==> src/rtl/m72_pic.sv <==
// Single-controller programmable interrupt controller: edge-triggered IRR, IMR mask, fully nested ISR.
// Define M72_PIC_AUTO_EOI_EN to build the auto-EOI variant (ISR never set, EOI writes ignored).
module m72_pic #(
    parameter int         NUM_IRQ      = 8,
    parameter logic [7:0] VEC_BASE_RST = 8'h20
) (
    input  logic               clock,
    input  logic               reset_n,
    input  logic               cs,
    input  logic               we,
    input  logic [1:0]         addr,
    input  logic [7:0]         din,
    output logic [7:0]         dout,
    input  logic [NUM_IRQ-1:0] irq_in,
    output logic               intr,
    input  logic               inta,
    output logic [7:0]         vector,
    output logic               vec_valid
);

    typedef enum logic {ST_IDLE, ST_ACK} state_t;

    state_t             state_reg, state_next;
    logic [NUM_IRQ-1:0] irq_prev_reg, irq_arm_reg;
    logic [NUM_IRQ-1:0] irr_reg, irr_next;
    logic [NUM_IRQ-1:0] isr_reg, isr_next;
    logic [NUM_IRQ-1:0] imr_reg;
    logic [7:0]         base_reg;
    logic [7:0]         vector_reg, vector_next;
    logic               inta_prev_reg, inta_arm_reg;
    logic               intr_reg;

    logic [NUM_IRQ-1:0] irq_edge, pending, isr_low, below, qual, win_onehot;
    logic [2:0]         win;
    logic               inta_rise, ack_fire, eoi;
    logic [7:0]         imr_pad, irr_pad, isr_pad;

    // Arm bits block edges from sources that were already high when reset was applied.
    generate
        for (genvar gi = 0; gi < NUM_IRQ; gi++) begin : g_edge
            assign irq_edge[gi] = irq_in[gi] & ~irq_prev_reg[gi] & irq_arm_reg[gi];
        end
    endgenerate

    assign inta_rise = inta & ~inta_prev_reg & inta_arm_reg;
    assign pending   = irr_reg & ~imr_reg;
    assign isr_low   = isr_reg & (~isr_reg + NUM_IRQ'(1));
`ifdef M72_PIC_AUTO_EOI_EN
    assign below     = '1;
`else
    // Bits strictly below the highest-priority in-service level; all ones when ISR is empty.
    assign below     = isr_low - NUM_IRQ'(1);
`endif
    assign qual       = pending & below;
    assign win_onehot = qual & (~qual + NUM_IRQ'(1));
    assign eoi        = cs && we && (addr == 2'd2);

    always_comb begin
        win = 3'd0;
        for (int i = NUM_IRQ - 1; i >= 0; i--) begin
            if (qual[i]) win = 3'(i);
        end
    end

    always_comb begin
        state_next = state_reg;
        case (state_reg)
            ST_IDLE: if (inta_rise) state_next = ST_ACK;
            ST_ACK:  if (!inta)     state_next = ST_IDLE;
            default:                state_next = ST_IDLE;
        endcase
    end

    always_comb begin
        ack_fire  = (state_reg == ST_IDLE) && inta_rise;
        vec_valid = (state_reg == ST_ACK);
    end

    always_comb begin
        irr_next = irr_reg;
        if (ack_fire) irr_next = irr_next & ~win_onehot;
        irr_next = irr_next | irq_edge;

`ifdef M72_PIC_AUTO_EOI_EN
        isr_next = '0;
`else
        isr_next = isr_reg;
        if (ack_fire) isr_next = isr_next | win_onehot;
        if (eoi)      isr_next = isr_next & ~(isr_next & (~isr_next + NUM_IRQ'(1)));
`endif

        vector_next = vector_reg;
        if (ack_fire) vector_next = base_reg + ((|qual) ? {5'b0, win} : 8'd7);
    end

    always_ff @(posedge clock) begin
        if (!reset_n) begin
            state_reg     <= ST_IDLE;
            irq_prev_reg  <= '0;
            irq_arm_reg   <= ~irq_in;
            inta_prev_reg <= 1'b0;
            inta_arm_reg  <= ~inta;
            irr_reg       <= '0;
            isr_reg       <= '0;
            imr_reg       <= '1;
            base_reg      <= VEC_BASE_RST & 8'hF8;
            vector_reg    <= 8'h00;
            intr_reg      <= 1'b0;
        end else begin
            state_reg     <= state_next;
            irq_prev_reg  <= irq_in;
            irq_arm_reg   <= irq_arm_reg | ~irq_in;
            inta_prev_reg <= inta;
            inta_arm_reg  <= inta_arm_reg | ~inta;
            irr_reg       <= irr_next;
            isr_reg       <= isr_next;
            vector_reg    <= vector_next;
            intr_reg      <= |qual;
            if (cs && we && addr == 2'd0) imr_reg  <= din[NUM_IRQ-1:0];
            if (cs && we && addr == 2'd1) base_reg <= {din[7:3], 3'b000};
        end
    end

    always_comb begin
        imr_pad = 8'h00;
        irr_pad = 8'h00;
        isr_pad = 8'h00;
        imr_pad[NUM_IRQ-1:0] = imr_reg;
        irr_pad[NUM_IRQ-1:0] = irr_reg;
        isr_pad[NUM_IRQ-1:0] = isr_reg;
        case (addr)
            2'd0:    dout = imr_pad;
            2'd1:    dout = irr_pad;
            2'd2:    dout = isr_pad;
            default: dout = 8'hFF;
        endcase
    end

    assign intr   = intr_reg;
    assign vector = vector_reg;

endmodule

==> config.mk <==
export PLATFORM = sky130hd
export DESIGN_NAME = m72_pic
export DESIGN_NICKNAME = d
export VERILOG_FILES = /design/src/rtl/m72_pic.sv
export SDC_FILE = /design/constraint.sdc
export NUM_CORES = 1
export LEC_CHECK = 0
export BUFFER_PORTS_ARGS = -buffer_cell sky130_fd_sc_hd__clkbuf_2
export CORE_MARGIN = 4
export CORE_UTILIZATION = 30
export DETAILED_ROUTE_END_ITERATION = 7
export GPL_TIMING_DRIVEN = 0
export PLACE_DENSITY_LB_ADDON = 0.2
export SYNTH_ARGS = -nofsm -noshare
export SYNTH_HDL_FRONTEND = slang
export SYNTH_SLANG_ARGS = --single-unit
==> constraint.sdc <==
create_clock -name clock -period 4.8 [get_ports clock]
set_input_delay 0.24 -clock clock [delete_from_list [all_inputs] [get_ports clock]]
set_output_delay 0.24 -clock clock [all_outputs]
set_load 0.02 [all_outputs]
==> results by group, run 1 <==
Status
  – Status: finished, final reports clean

STA
  – Peak Freq: 436.3 MHz
  – Final setup viols: 0
  – Tcrit/Tclk final: 0.4775
  – RSZ-0062 raised after global routing: false
  – Final Worst Setup Slack: 2508 ps
  – Final hold viol count: 0
  – Worst Skew: 5.931 ps
  – Worst Tran Pin Value: 845.0 ps
  – Slew margin rel.: 0.4324
  – Setup TNS: 0 ps
  – Final Slew Violations: 0
  – Shortest period the worst path allows: 2292 ps

Power and ir drop
  – Max VDD drop: 174.7 uV
  – Leakage: 1.261 nW
  – Design Power: 1.141 mW
  – Power per cell area: 387.1 mW/mm2

Synth
  – Largest family of logic cells by synthesized area: simple AND/OR/NAND/NOR gates
  – Mapped Area: 0.002391 mm2
  – YS warnings: 0
  – Synth area leader: dfxtp_1
  – Ys flop type: dfxtp_1
  – Synth Area in Simple Gates: 0.3072
  – Syn_nets: 294
  – Post-synth cell types: 50
  – Multiplexer area fraction after synthesis: 0.05808
  – Yosys top cell area share: 0.4772
  – Sequential share of the synthesized area: 0.4772
  – Synth top area cells: dfxtp_1, nand2_1, a21oi_1, mux2_2, nor2_1
  – Post-Synth Adder-Cell Area: 0
  – EDFF count, synth: 0
  – Post-synth ARST share: 0
  – Synth Register Bits: 57
  – Mean Syn Cell Area: 8.823 um2
  – Synth Area in XOR/XNOR: 0
  – Post-synthesis compound-gate area fraction: 0.1340
  – Gate Count Post-Synth: 271

Clock tree
  – CTS max path bufs: 2
  – Root buffer cell: clkbuf_8
  – Post-CTS setup buffers: 0
  – Clock transition at the registers of the reported paths: 70 ps
  – Num CTS Buffers: 9
  – Resize count post-CTS: 0
  – H-tree levels: 3
  – Clock Latency Late Sink: 330 ps
  – Post-CTS Hold Buffers: 0
  – Clock sinks: 57
  – CTS tree: done

Global route
  – GRT Util Overall: 0.1350
  – First-pass GRT wire length: 10.07 mm
  – Vias in the first global route: 1996
  – Largest net degree at the start of global routing: 11
  – Initial antenna violation count: 0
  – Gr ovfl total: 0

Floorplanning
  – Core area: 0.007727 mm2
  – Die footprint: 0.009462 mm2
  – Die Span X: 97.28 um
  – I/O Pins: 41
  – Die extent in y: 97.28 um
  – Initial core utilization: 0.3094
  – Row cnt: 32

Setup path
  – Setup crit end kind: register
  – Crit start category: register
  – Req. time, crit path: 5000 ps
  – Bufs and invs on worst path: 0
  – Worst path max stage delay: 570 ps
  – Worst Path Class, Setup: register to register
  – Worst Path Max Fanout: 7
  – CP max-delay cell: nor3_2
  – CP delay by family, top: simple AND/OR/NAND/NOR gates
  – Crit path DAT: 2490 ps
  – Worst path cell trace: nand4bb_1, nor3_2, nand4b_4, or4_4, a21oi_1, nor2_1

Detailed routing
  – Routed vias: 2069
  – Drt wl/cell: 14.26 um
  – Number of antenna-violating nets in the routed design: 0
  – Drt pass-1 iters: 4
  – Initial DRC Count: 113
  – DRC: 0
  – Vias/cell: 4.823
  – Total wire length: 6.116 mm

Worst hold path
  – Worst hold path class: input port to register

Placement
  – Setup WS pre-CTS: 2524 ps
  – RD Place Congestion: 0.8702
  – HPWL after DPL: 4.676 mm
  – Post-DP Area: 0.002719 mm2
  – Input/output buffers: 40

Finish
  – Area occupied by multi-input gates: 0.001194 mm2
  – Share of cells above drive strength 1: 0.2202
  – Ant diodes: 0
  – Commonest non-fill, non-tap cell in the layout: nand2_1
  – Area Overhead vs Synth: 23.29%
  – Design area: 0.002948 mm2
  – Most frequent cells in the layout: nand2_1, dfxtp_1, clkbuf_2
  – FF/Latch Area: 0.001141 mm2
  – Filler cell count: 799
  – Final #Nets: 345

Flow run
  – Max Cap Violations: 0
## synth_stat cells (6+ instances only)
cell type  count
nand2_1       60
dfxtp_1       57
nor2_1        19
a21oi_1       17
and2_1        10
clkbuf_1      10
nand3_1       10
mux2_2         7
o22a_1         7
mux2i_1        6
nand2b_1       6
o21ai_0        6
## metrics by stage
step	utilization	std cells	hold WS [ps]
floorplan	-	271	301.9
global placement	0.3518	413	412.2
detailed placement	0.3518	413	416.8
CTS	0.3815	429	60.29
global route	0.3815	429	78.89
finish	0.3815	429	75.81
## worst paths after layout
check | startpoint | end | slack [ps] | depth (start not counted)
worst min-delay path | irq_in[1] | irq_arm_reg[1]$_DFF_P_ | 80 | 2
worst max register to register | vec_valid$_SDFF_PN0_ | irr_pad[6]$_SDFF_PN0_ | 2510 | 6
worst max-delay path | vec_valid$_SDFF_PN0_ | irr_pad[6]$_SDFF_PN0_ | 2510 | 6
worst min register to register | irq_arm_reg[1]$_DFF_P_ | irq_arm_reg[1]$_DFF_P_ | 450 | 2
## report_power, final
part	internal [mW]	total, mW	leakage, nW	switching [mW]
clock	0.322	0.517	0.117	0.195
combinational	0.0479	0.116	0.675	0.0678
sequential	0.495	0.508	0.469	0.0130
total	0.865	1.14	1.26	0.276
## area by class of cell
cell class | count | share of cell area
Tap cell | 102 | 0.04329
Sequential cell | 57 | 0.3871
Multi-Input combinational cell | 201 | 0.4049
Inverter | 1 | 0.001273
Timing Repair Buffer | 40 | 0.06791
Clock inverter | 4 | 0.02504
Buffer | 12 | 0.01783
Clock buffer | 12 | 0.05263
## layer usage
metal | track usage | wire length [um]
met2 | 0.2197 | 2877
met4 | 0.06922 | 161
met5 | 0 | 0
met3 | 0.02656 | 250
met1 | 0.1692 | 2826
## logic make-up after synthesis
kind of cell	Yosys count
simple gates	140
buf+inv	13
mux	13
compound gates	48
flops	57
Power figures use the tool's default switching activity.
==> inputs of run 2 (changes only) <==
==> constraint.sdc (replaced) <==
create_clock -name clock -period 2.15 [get_ports clock]
set_input_delay 0.1075 -clock clock [delete_from_list [all_inputs] [get_ports clock]]
set_output_delay 0.1075 -clock clock [all_outputs]
set_load 0.02 [all_outputs]
==> run 2 against run 1 <==
Sequential share of layout area fell by 3.2 points. Clock skew up 1.3 ps. Sequential power increased by 120%. Worst setup slack got worse by 2500 ps. Core utilization grew 3.7 points. Critical path depth rose by 1.
==> results by group, run 2 (same netlist as run 1, synthesis figures left out) <==
Power and ir drop
  – Leakage: 1.366 nW (was 1.261 nW)
  – Max VDD drop: 388.0 uV (was 174.7 uV)
  – Design Power: 2.597 mW (was 1.141 mW)
  – Internal: 1.965 mW (was 865.2 uW)
  – Power per cell area: 804.0 mW/mm2 (was 387.1 mW/mm2)
  – Switching power: 632.6 uW (was 276.0 uW)
  – Combinational Power Share: 0.116 (was 0.101)
  – Sw Share: 0.2436 (was 0.2418)
  – Clock share of power: 0.446 (was 0.453)
  – Share of power burned in registers: 0.438 (was 0.446)

Global route
  – Initial antenna violation count: 0 (unchanged)
  – Largest net degree at the start of global routing: 11 (unchanged)
  – Vias in the first global route: 2065 (was 1996)
  – GRT Util Overall: 0.1399 (was 0.1350)
  – Gr ovfl total: 0 (unchanged)
  – First-pass GRT wire length: 10.51 mm (was 10.07 mm)

Finish
  – Finished Core Util: 0.4181 (was 0.3815)
  – Area Overhead vs Synth: 35.11% (was 23.29%)
  – Most frequent cells in the layout: nand2_1, dfxtp_1, clkbuf_2 (unchanged)
  – Ant diodes: 0 (unchanged)
  – Design area: 0.003231 mm2 (was 0.002948 mm2)
  – Commonest non-fill, non-tap cell in the layout: nand2_1 (unchanged)
  – Final non-filler cell total: 450 (was 429)
  – Share of cells above drive strength 1: 0.2500 (was 0.2202)
  – Final #Nets: 366 (was 345)

Setup path
  – Worst path max stage delay: 460 ps (was 570 ps)
  – Reg-to-reg slack, setup: 40 ps (was 2510 ps)
  – Bufs and invs on worst path: 1 (was 0)
  – CP max-delay cell: or4_4 (was nor3_2)
  – Req. time, crit path: 2380 ps (was 5000 ps)
  – Worst Path Class, Setup: register to register (unchanged)
  – R2R Path End: isr_pad[7]$_SDFF_PN0_ (was irr_pad[6]$_SDFF_PN0_)
  – Worst reg2reg path depth: 7 (was 6)
  – CP Launch Point: isr_pad[0]$_SDFF_PP0_ (was vec_valid$_SDFF_PN0_)
  – RR Startpoint: isr_pad[0]$_SDFF_PP0_ (was vec_valid$_SDFF_PN0_)
  – Worst path cell trace: buf_6, nor4b_4, nor3_4, a31oi_1, nand4_1, or4_4, o221a_1 (was nand4bb_1, nor3_2, nand4b_4, or4_4, a21oi_1, nor2_1)
  – Crit path DAT: 2340 ps (was 2490 ps)
  – CP delay by family, top: simple AND/OR/NAND/NOR gates (unchanged)
  – Crit start category: register (unchanged)
  – Worst Path Max Fanout: 5 (was 7)
  – Crit path capture: isr_pad[7]$_SDFF_PN0_ (was irr_pad[6]$_SDFF_PN0_)
  – Crit path depth: 7 (was 6)
  – Setup crit end kind: register (unchanged)

Floorplanning
  – Initial core utilization: 0.3094 (unchanged)
  – Row cnt: 32 (unchanged)
  – I/O Pins: 41 (unchanged)
  – Core area: 0.007727 mm2 (unchanged)
  – Die footprint: 0.009462 mm2 (unchanged)
  – Die extent in y: 97.28 um (unchanged)
  – Die Span X: 97.28 um (unchanged)

STA
  – Slew margin rel.: 0.4170 (was 0.4324)
  – Shortest period the worst path allows: 2112 ps (was 2292 ps)
  – Final Slew Violations: 0 (unchanged)
  – Worst Skew: 7.239 ps (was 5.931 ps)
  – Hold slack: 15.44 ps (was 75.81 ps)
  – Final setup viols: 0 (unchanged)
  – Worst Tran Pin Value: 867.8 ps (was 845.0 ps)
  – Peak Freq: 473.5 MHz (was 436.3 MHz)
  – Final hold viol count: 0 (unchanged)
  – Tcrit/Tclk final: 0.9823 (was 0.4775)
  – Final Worst Setup Slack: 38.07 ps (was 2508 ps)
  – Setup TNS: 0 ps (unchanged)

Placement
  – Placed insts: 413 (unchanged)
  – HPWL after DPL: 4.676 mm (unchanged)
  – Input/output buffers: 40 (unchanged)
  – Post-DP Area: 0.002719 mm2 (unchanged)
  – RD Place Congestion: 0.8702 (unchanged)
  – Setup WS pre-CTS: -126.2 ps (was 2524 ps)

Clock tree
  – Clock transition at the registers of the reported paths: 70 ps (about the same)
  – CTS tree: done (unchanged)
  – CTS max path bufs: 2 (unchanged)
  – Clock sinks: 57 (unchanged)
  – H-tree levels: 3 (unchanged)
  – Clock Latency Late Sink: 340 ps (was 330 ps)
  – Root buffer cell: clkbuf_8 (unchanged)
  – Num CTS Buffers: 9 (unchanged)

Detailed routing
  – Total wire length: 6.391 mm (was 6.116 mm)
  – Initial DRC Count: 151 (was 113)
  – Vias/cell: 4.838 (was 4.823)
  – Number of antenna-violating nets in the routed design: 0 (unchanged)
  – Routed vias: 2177 (was 2069)
  – Drt wl/cell: 14.20 um (was 14.26 um)
  – DRC: 0 (unchanged)
  – Drt pass-1 iters: 4 (unchanged)

Flow run
  – Max Cap Violations: 0 (unchanged)

Worst hold path
  – Worst hold path class: input port to register (unchanged)

Status
  – Status: finished, final reports clean (unchanged)
run 2: changes by cell type in the layout (fill, tap and decap cells not counted), sizes merged:
cell,before,now
buf,2,8
dlygate4sd3,0,15
run 2: final cells by class:
cell class | count | area, um2
Timing Repair Buffer | 61 | 405.4
Clock buffer | 12 | 155.1
Fill cell | 764 | 4497
Inverter | 1 | 3.754
Buffer | 12 | 52.55
Tap cell | 102 | 127.6
Clock inverter | 4 | 73.82
Sequential cell | 57 | 1146
Multi-Input combinational cell | 201 | 1266
run 2: metal layers:
metal / track usage / vias to the layer above / wire length (um)
met2: 0.2282 / 60 / 3034
li1: - / 1103 / -
met1: 0.1782 / 1001 / 2922
met5: 0 / - / 0
met3: 0.02441 / 13 / 278
met4: 0.06922 / 0 / 155
run 2: worst min-delay path by stage:
stage | startpoint | endpoint | slack (ps) | depth (start not counted)
floorplan | inta | inta_arm_reg$_DFF_P_ | 170 | 1
global placement | irq_in[0] | irq_arm_reg[0]$_DFF_P_ | 280 | 2
detailed placement | irq_in[1] | irq_arm_reg[1]$_DFF_P_ | 280 | 2
CTS | din[6] | imr_pad[6]$_SDFFE_PN1P_ | 3 | 3
global route | din[6] | imr_pad[6]$_SDFFE_PN1P_ | 20 | 3
finish | din[6] | imr_pad[6]$_SDFFE_PN1P_ | 20 | 3
run 2: worst reg2reg max path: cells and delay by family (launching register included):
family / cells / cell delay (ps)
DFF: 1 / 330
and+or+nand+nor: 4 / 1090
AOI/OAI and AO/OA: 2 / 450
buffers and inverters: 1 / 130
run 2: power by group through the flow:
stage	clock network, mW	registers [mW]	logic, mW
final	1.16	1.14	0.302
after global routing	1.22	1.14	0.335
after CTS	1.18	1.14	0.289
after detailed placement	0	1.16	0.262
after global placement	0	1.16	0.261
after floorplan	0	1.16	0.160
run 2: timing repair:
| action | in CTS | in global routing |
|---|---|---|
| cloned | 0 | 1 |
| setup endpoints to repair | 3 | 4 |
| hold buffers | 15 | 0 |
| gates resized for setup | 5 | 10 |
| hold endpoints to repair | 19 | 0 |
| buffers inserted | 3 | 2 |
| pin swaps | 4 | 7 |
==> inputs of run 3 (changes only) <==
--- a/config.mk
+++ b/config.mk
@@ -11,6 +11,7 @@
 export DETAILED_ROUTE_END_ITERATION = 7
 export GPL_TIMING_DRIVEN = 0
 export PLACE_DENSITY_LB_ADDON = 0.2
+export SETUP_SLACK_MARGIN = 0.1
 export SYNTH_ARGS = -nofsm -noshare
 export SYNTH_HDL_FRONTEND = slang
 export SYNTH_SLANG_ARGS = --single-unit
==> run 3 against run 2 <==
Power fell by 0.19%. Global-route usage increased by 0.29 points. Sequential share of layout area down 0.40 points. Clock skew is 1.0 ps lower. Core utilization grew 0.52 points. Worst setup slack improved by 17 ps. Highest routed layer unchanged. Critical endpoint unchanged. Sequential cell count stayed put. Largest cell class unchanged. Routed wire length rose by 0.58%. Largest power group unchanged.
==> results by group, run 3 (same netlist as run 1, synthesis figures left out) <==
Detailed routing
  – Vias/cell: 4.818 (was 4.838)
  – Drt pass-1 iters: 4 (unchanged)
  – Routed vias: 2173 (was 2177)
  – Number of antenna-violating nets in the routed design: 0 (unchanged)
  – Drt wl/cell: 14.25 um (was 14.20 um)
  – DRC: 0 (unchanged)
  – Initial DRC Count: 143 (was 151)
  – Total wire length: 6.428 mm (was 6.391 mm)

Floorplanning
  – Die Span X: 97.28 um (unchanged)
  – I/O Pins: 41 (unchanged)
  – Initial core utilization: 0.3094 (unchanged)
  – Die extent in y: 97.28 um (unchanged)
  – Row cnt: 32 (unchanged)
  – Core area: 0.007727 mm2 (unchanged)
  – Die footprint: 0.009462 mm2 (unchanged)

STA
  – RSZ-0062 raised after global routing: true
  – Peak Freq: 477.3 MHz (was 473.5 MHz)
  – Final Slew Violations: 0 (unchanged)
  – Final hold viol count: 0 (unchanged)
  – Final Worst Setup Slack: 54.66 ps (was 38.07 ps)
  – Hold slack: 15.06 ps (was 15.44 ps)
  – Final setup viols: 0 (unchanged)
  – Shortest period the worst path allows: 2095 ps (was 2112 ps)
  – Slew margin rel.: 0.4159 (was 0.4170)
  – Worst Skew: 6.199 ps (was 7.239 ps)
  – Worst Tran Pin Value: 869.5 ps (was 867.8 ps)
  – Tcrit/Tclk final: 0.9746 (was 0.9823)

Clock tree
  – Root buffer cell: clkbuf_8 (unchanged)
  – Clock transition at the registers of the reported paths: 70 ps (about the same)
  – CTS max path bufs: 2 (unchanged)
  – Clock sinks: 57 (unchanged)
  – Clock Latency Late Sink: 340 ps (about the same)
  – H-tree levels: 3 (unchanged)
  – CTS tree: done (unchanged)
  – Num CTS Buffers: 9 (unchanged)

Setup path
  – Crit path DAT: 2320 ps (was 2340 ps)
  – Setup crit end kind: register (unchanged)
  – CP Launch Point: isr_pad[0]$_SDFF_PP0_ (unchanged)
  – Worst Path Class, Setup: register to register (unchanged)
  – Worst Path Max Fanout: 8 (was 5)
  – Crit start category: register (unchanged)
  – Worst reg2reg path depth: 7 (unchanged)
  – RR Startpoint: isr_pad[0]$_SDFF_PP0_ (unchanged)
  – Req. time, crit path: 2380 ps (about the same)

Finish
  – Design area: 0.003271 mm2 (was 0.003231 mm2)
  – Area Overhead vs Synth: 36.79% (was 35.11%)
  – Ant diodes: 0 (unchanged)
  – Share of cells above drive strength 1: 0.2636 (was 0.2500)
  – Commonest non-fill, non-tap cell in the layout: nand2_1 (unchanged)
  – Finished Core Util: 0.4233 (was 0.4181)
  – Most frequent cells in the layout: nand2_1, dfxtp_1, clkbuf_2 (unchanged)
  – Final #Nets: 367 (was 366)

Power and ir drop
  – Power per cell area: 792.7 mW/mm2 (was 804.0 mW/mm2)
  – Max VDD drop: 393.9 uV (was 388.0 uV)
  – Internal: 1.962 mW (was 1.965 mW)
  – Switching power: 630.3 uW (was 632.6 uW)
  – Leakage: 1.376 nW (was 1.366 nW)
  – Clock share of power: 0.445 (was 0.446)
  – Combinational Power Share: 0.116 (about the same)
  – Sw Share: 0.2431 (was 0.2436)
  – Share of power burned in registers: 0.439 (was 0.438)
  – Design Power: 2.593 mW (was 2.597 mW)

Global route
  – Largest net degree at the start of global routing: 11 (unchanged)
  – Initial antenna violation count: 0 (unchanged)
  – First-pass GRT wire length: 10.72 mm (was 10.51 mm)
  – GRT Util Overall: 0.1428 (was 0.1399)
  – Gr ovfl total: 0 (unchanged)
  – Vias in the first global route: 2110 (was 2065)

Placement
  – Input/output buffers: 40 (unchanged)
  – RD Place Congestion: 0.8702 (unchanged)
  – Post-DP Area: 0.002719 mm2 (unchanged)
  – Setup WS pre-CTS: -126.2 ps (unchanged)
  – HPWL after DPL: 4.676 mm (unchanged)

Worst hold path
  – HP Start: din[6] (unchanged)
  – Hold-critical path depth: 3 (unchanged)
  – Worst hold path class: input port to register (unchanged)

Status
  – Status: finished, final reports clean (unchanged)

Flow run
  – Max Cap Violations: 0 (unchanged)
==> run 3: cell type report <==
| cell class | count | area [um2] |
|---|---|---|
| tap | 102 | 127.6 |
| clock buffer | 12 | 155.1 |
| sequential | 57 | 1147 |
| timing repair buffer | 62 | 406.6 |
| buffer | 12 | 52.55 |
| inverter | 1 | 3.754 |
| fill | 764 | 4457 |
| multi-input combinational | 201 | 1304 |
| clock inverter | 4 | 73.82 |
==> run 3: power groups by stage <==
stage          Sequential, mW  Combinational [mW]  Clock (mW)
2_1_floorplan            1.16               0.160           0
3_5_place_dp             1.16               0.262           0
5_1_grt                  1.14               0.335        1.22
4_1_cts                  1.14               0.295        1.18
3_3_place_gp             1.16               0.261           0
6_report                 1.14               0.301        1.15
==> run 3: final timing paths <==
kind | endpoint | slack, ps
setup reg to reg | isr_pad[7]$_SDFF_PN0_ | 50
hold reg to reg | irq_arm_reg[1]$_DFF_P_ | 450
setup / recovery | isr_pad[7]$_SDFF_PN0_ | 50
hold / removal | imr_pad[6]$_SDFFE_PN1P_ | 20
==> run 3: what timing repair did <==
item | 4_1_cts | 5_1_grt
endpoints found under the setup margin | 4 | 6
gates resized for setup | 12 | 11
endpoints found under the hold margin | 19 | 0
pin swaps | 7 | 4
buffers inserted | 7 | 0
hold buffers | 15 | 0
==> run 3: worst max-delay path: stages (launching register included) <==
cell and delay [ps]:
dfxtp_1 310, buf_6 130, buf_4 140, or4b_4 520, nand4_1 160, a21oi_1 50, or4_4 420, o221a_1 250
==> run 3: metal layers <==
metal  share of wire  track usage  vias up
li1                -            -     1099
met1            0.45       0.1813     1009
met2            0.48       0.2314       52
met3           0.042      0.02584       13
met4           0.025      0.07348        0
met5               0            0        -
==> run 3: metrics by stage <==
| stage | setup TNS, ps | instances |
|---|---|---|
| global route | -32.27 | 451 |
| detailed placement | -291.7 | 413 |
| CTS | 0 | 451 |
| global placement | -310.5 | 413 |
| floorplan | 0 | 271 |
| finish | 0 | 451 |
